[config.mk]
export PLATFORM = sky130hd
export DESIGN_NAME = regfile_mp
export DESIGN_NICKNAME = d
export VERILOG_FILES = /design/src/rtl/regfile_pkg.sv /design/src/rtl/regfile_read_port.sv /design/src/rtl/regfile_mp.sv
export SDC_FILE = /design/constraint.sdc
export NUM_CORES = 2
export LEC_CHECK = 0
export BUFFER_PORTS_ARGS = -buffer_cell sky130_fd_sc_hd__buf_2
export CAP_MARGIN = 20
export CORE_ASPECT_RATIO = 1.2
export CORE_MARGIN = 2
export CORE_UTILIZATION = 45
export CTS_CLUSTER_SIZE = 8
export DETAILED_ROUTE_END_ITERATION = 10
export PLACE_DENSITY = 0.75
export SLEW_MARGIN = 40
export SYNTH_ARGS = -nofsm -noshare
export SYNTH_HDL_FRONTEND = slang
export SYNTH_SLANG_ARGS = --single-unit
export TNS_END_PERCENT = 100
[constraint.sdc]
create_clock -name clk -period 3.3 [get_ports clk]
set_input_delay 0.165 -clock clk [delete_from_list [all_inputs] [get_ports clk]]
set_output_delay 0.165 -clock clk [all_outputs]
set_load 0.005 [all_outputs]
[src/rtl/regfile_pkg.sv]
// Shared constants, FSM state type and port slicing helper for the multi-port
// integer register file.
package regfile_pkg;

  localparam int unsigned ZERO_REG_ADDR = 0;
  localparam int unsigned XLEN_DEF      = 32;
  localparam int unsigned NREG_DEF      = 32;

  typedef enum logic {
    ST_CLEAR = 1'b0,
    ST_RUN   = 1'b1
  } state_e;

  // Low bit index of port idx inside a flattened bus of width-bit fields.
  function automatic int unsigned slice_lo(input int unsigned idx, input int unsigned width);
    return idx * width;
  endfunction

endpackage

[src/rtl/regfile_read_port.sv]
// One registered read port: captures an address on enable, bypasses a same-edge
// write, and refreshes a held output whenever its captured register is written.
module regfile_read_port
  import regfile_pkg::*;
#(
  parameter int unsigned XLEN = XLEN_DEF,
  parameter int unsigned AW   = 5
) (
  input  logic            clk,
  input  logic            rst,
  input  logic            clk_en,
  input  logic            force_zero,
  input  logic [AW-1:0]   addr,
  input  logic [XLEN-1:0] rf_data,
  input  logic            w_valid,
  input  logic [AW-1:0]   rd,
  input  logic [XLEN-1:0] wdata,
  output logic [XLEN-1:0] rdata
);

  logic [AW-1:0] addr_q;
  logic          addr_zero;

  assign addr_zero = (addr == AW'(ZERO_REG_ADDR));

  // w_valid never targets x0, so a held x0 output is never refreshed.
  always_ff @(posedge clk) begin
    if (rst) begin
      addr_q <= '0;
      rdata  <= '0;
    end else if (clk_en) begin
      addr_q <= addr;
      if (force_zero || addr_zero) begin
        rdata <= '0;
      end else if (w_valid && (rd == addr)) begin
        rdata <= wdata;
      end else begin
        rdata <= rf_data;
      end
    end else if (w_valid && (rd == addr_q)) begin
      rdata <= wdata;
    end
  end

endmodule

[src/rtl/regfile_mp.sv]
// Multi-read-port RV32I register file with registered reads, write bypass,
// pending-write scoreboard and a post-reset zero-clear sweep.
module regfile_mp
  import regfile_pkg::*;
#(
  parameter int unsigned XLEN           = XLEN_DEF,
  parameter int unsigned NREG           = NREG_DEF,
  parameter int unsigned NUM_RD         = 2,
  parameter int unsigned CLEAR_ON_RESET = 1,
  localparam int unsigned AW            = $clog2(NREG)
) (
  input  logic                   clk,
  input  logic                   rst,
  input  logic                   clk_en_read,
  input  logic [NUM_RD*AW-1:0]   rs_addr,
  output logic [NUM_RD*XLEN-1:0] rs_rdata,
  output logic [NUM_RD-1:0]      rs_busy,
  input  logic                   w_en,
  input  logic [AW-1:0]          rd,
  input  logic [XLEN-1:0]        rd_wdata,
  input  logic                   issue_en,
  input  logic [AW-1:0]          issue_rd,
  output logic                   ready
);

  localparam logic [AW-1:0] LAST_REG = AW'(NREG - 1);

  state_e          state_q, state_d;
  logic [AW-1:0]   ptr_q, ptr_d;
  logic            sweep_we;
  logic [XLEN-1:0] rf [NREG];
  logic [NREG-1:0] busy_q, busy_d;
  logic            running;
  logic            w_valid;
  logic            i_valid;

  assign running = (state_q == ST_RUN);
  assign w_valid = running && w_en && (rd != AW'(ZERO_REG_ADDR)) && (32'(rd) < NREG);
  assign i_valid = running && issue_en && (issue_rd != AW'(ZERO_REG_ADDR)) && (32'(issue_rd) < NREG);

  // Sweep FSM: walk x1..x(NREG-1) writing zero, then run.
  always_comb begin
    state_d  = state_q;
    ptr_d    = ptr_q;
    sweep_we = 1'b0;
    case (state_q)
      ST_CLEAR: begin
        sweep_we = 1'b1;
        ptr_d    = ptr_q + AW'(1);
        if (ptr_q == LAST_REG) begin
          state_d = ST_RUN;
        end
      end
      ST_RUN: begin
        state_d = ST_RUN;
      end
      default: begin
        state_d = ST_CLEAR;
      end
    endcase
  end

  always_ff @(posedge clk) begin
    if (rst) begin
      state_q <= (CLEAR_ON_RESET != 0) ? ST_CLEAR : ST_RUN;
      ptr_q   <= AW'(1);
      ready   <= 1'b0;
      busy_q  <= '0;
    end else begin
      state_q <= state_d;
      ptr_q   <= ptr_d;
      ready   <= (state_d == ST_RUN);
      busy_q  <= busy_d;
    end
  end

  // Architectural storage carries no reset; the sweep provides zeros.
  always_ff @(posedge clk) begin
    if (!rst) begin
      if (sweep_we) begin
        rf[ptr_q] <= '0;
      end else if (w_valid) begin
        rf[rd] <= rd_wdata;
      end
    end
  end

  // Scoreboard: issue sets, writeback clears, a same-register issue wins.
  always_comb begin
    busy_d = busy_q;
    if (w_valid) begin
      busy_d[rd] = 1'b0;
    end
    if (i_valid) begin
      busy_d[issue_rd] = 1'b1;
    end
    busy_d[ZERO_REG_ADDR] = 1'b0;
  end

  for (genvar i = 0; i < NUM_RD; i++) begin : g_rd
    localparam int unsigned ALO = slice_lo(i, AW);
    localparam int unsigned DLO = slice_lo(i, XLEN);

    logic [AW-1:0]   a;
    logic            a_ok;
    logic [XLEN-1:0] rf_data;
    logic            wb_clears;

    assign a         = rs_addr[ALO +: AW];
    assign a_ok      = (a != AW'(ZERO_REG_ADDR)) && (32'(a) < NREG);
    assign rf_data   = a_ok ? rf[a] : '0;
    assign wb_clears = w_valid && (rd == a) && !(i_valid && (issue_rd == rd));
    assign rs_busy[i] = a_ok && busy_q[a] && !wb_clears;

    regfile_read_port #(
      .XLEN(XLEN),
      .AW  (AW)
    ) u_port (
      .clk       (clk),
      .rst       (rst),
      .clk_en    (clk_en_read),
      .force_zero(state_q == ST_CLEAR),
      .addr      (a),
      .rf_data   (rf_data),
      .w_valid   (w_valid),
      .rd        (rd),
      .wdata     (rd_wdata),
      .rdata     (rs_rdata[DLO +: XLEN])
    );
  end

endmodule

==> flow_summary.toml <==
[run_status]
status = "finished, final reports clean"

[synth]
synthCells = 3209
yosysTopAreaCell = "edfxtp_1"
yosys.area.top_type_share_pct = 58.11
ys_types = 55
avgSynthCellArea_um2 = 16.49
ys_ff_latch = 1135
yosys_most_used_dff = "edfxtp_1"
yosysSeqAreaShare_pct = 62.31
synth_area_leaders = "edfxtp_1 58%, mux4_2 17%, mux2i_1 5.1%, dfxtp_1 4.2%, nor2_1 1.8%"
ys_top_cells_by_count = "1,024 x edfxtp_1, 402 x mux4_2, 268 x mux2i_1, 255 x nor2_1, 132 x nor4_1"
synth_area_um2 = 52910
yosysWarnings = 0
ys_async_sr_fraction_pct = 0
synth-edff-count = 1024
syn-num-nets = 3268
yosysMostFrequentCell = "edfxtp_1"

[finish]
nFillCells = 8846
diodes = 0
area_growth_pct = 16.50
layout-drive-gt1-share_pct = 27.66
nets = 3526

[power_and_ir_drop]
worst_ir_drop_vdd_mv = 0.3874
leakagePower_uw = 0.01910
report.power.total_uw = 33450
p_per_area_nw_per_um2 = 542.7

[grt]
antenna_found_initial = 6
grt_use_total_pct = 26.81
grt_overflow = 0
grt_start_max_net_pins = 65
grt_pass1_wl_um = 234600
grt_pass1_vias = 35313

[timing]
setup_violations = 0
rsz0062_at_grt = "no"
fin_setup_tns_ps = 0
min_period_ps = 3152
drv_slew = 0
min_period_over_period_pct = 95.53
hold_viol = 0
max-slew-margin-rel_pct = 38.15
fmax_ghz = 0.3172
tightest_slew_ps = 927.7
skew_ps = 38.78

[die]
initial_core_util_pct = 45.46
io_pins = 124
rows = 137
core_area_um2 = 116400
die_area_um2 = 120400
die_width_um = 317.0
fp.dieH_um = 379.6

[place]
io_buffers = 123
place_congestion = 0.8527
hpwl_um = 94830

[clock_tree]
clk_latency_ps = 790
h-tree-depth = 4
clockBufferDepth = 3
cts_num_sinks = 1135
cts_tree = "yes"
clk_pin_slew_ps = 50
numCtsBuffers = 159
cts_resized = 0
cts-root-buf = "clkbuf_16"

[setup_path]
arrival_ps = 3580
setup.worst_path.class = "flip-flop to flip-flop"
cp-start-kind = "flip-flop"
crit_path_end_kind = "flip-flop"
crit_required_ps = 3730
crit_fanout = 21

[routing]
drt_iter0_drc = 4855
wl_per_cell_um = 31.90
vias_per_cell = 6.821
drt_wl_total_um = 162700
dr.pass1.iters = 6
drcViolationCount = 0
via_count = 34796
ant_nets = 0

[run]
cap_violations = 0

[hold_path]
holdCritPathClass = "input pin to flip-flop"
-- cells in the final DEF (no fill, tap or decap), types with 6 or more instances in the layout --
cell type and count:
a2111oi_2 31, a21oi_1 67, a221oi_1 32, a22o_1 32, a22oi_1 64, and2_1 32, buf_12 45, buf_2 116
buf_4 147, buf_8 7, clkbuf_1 93, clkbuf_16 164, dfxtp_1 111, dlygate4sd3_1 52, edfxtp_1 1024, mux2i_1 268
mux4_2 402, nand2_1 81, nand2b_1 8, nor2_1 223, nor2_4 32, nor2b_1 37, nor3_1 9, nor4_1 132
o211ai_1 64, o21ai_0 66, o22ai_1 131, xnor2_1 6, xor2_1 21
-- worst max-delay path, stage by stage (launching register included) --
cell and delay, ps:
dfxtp_1 380, nand2_1 160, a21oi_2 300, nor2b_4 360
buf_4 190, a31oi_1 110, buf_4 200, nor2_4 630
buf_4 430
-- power by group --
group          internal [µW]  switching [µW]
sequential             15700             115
clock                   9100            6040
combinational            988            1530
total                  25800            7680
-- per-layer routing --
metal	track usage, %	vias to the layer above	part of all wire (%)	wire (µm)
li1	-	13832	-	-
met1	33.84	17650	35	56200
met5	0	-	0.023	38
met2	42.21	2735	48	77460
met4	13.25	6	5.2	8387
met3	7.852	573	13	20630
-- state kept, by name, summed over array words and instances, names as in the netlist --
name                count
busy_q                 31
rf                   1024
running                 1
ptr_q                   5
g_rd.u_port.rdata      64
g_rd.u_port.addr_q     10
-- layout make-up --
class                      count  area [µm²]  share of cell area, %
tap                         1529        1913                  3.103
sequential                  1135       32970                  53.49
clock inverter                10       153.9                 0.2497
multi-input combinational   1795       18820                  30.52
timing repair buffer         372        3346                  5.428
clock buffer                 256        4428                  7.183
inverter                       4       15.01                0.02436
-- timing repair --
item                       4_1_cts  5_1_grt
setup endpoints to repair        0        0
hold buffers                    52        0
hold endpoints to repair       115        0
setup buffers                    0        0
-- kinds of logic after synthesis --
kind of cell | count (synthesis) | synth area share [%]
DFF | 1135 | 62.31
muxes | 672 | 22.22
adders and majority gates | 2 | 0.04728
and+or+nand+nor | 590 | 5.384
xor gates and xnor gates | 27 | 0.4469
AOI/OAI and AO/OA | 504 | 6.831
buffers and inverters | 279 | 2.755
-- worst paths after layout --
check | start | endpoint | slack, ps | depth (start not counted)
setup / recovery | running | rf[5][4] | 150 | 8
hold / removal | rd[0] | busy_q[15] | 90 | 5
setup reg to reg | running | rf[5][4] | 150 | 8
hold reg to reg | busy_q[14] | busy_q[14] | 490 | 2
-- per-stage QoR --
step	instances	util (%)	area [µm²]	setup slack, ps	hold WS, ps
after global routing	5101	52.96	61640	38.62	103.4
after CTS	5098	52.90	61580	168.2	42.38
after detailed placement	4780	48.52	56470	219.8	476.6
final	5101	52.96	61640	147.6	89.58
after floorplan	3209	-	52910	11.60	317.2
after global placement	4775	48.40	56340	175.6	467.4
Note: power is estimated with default switching activity, not from simulation.
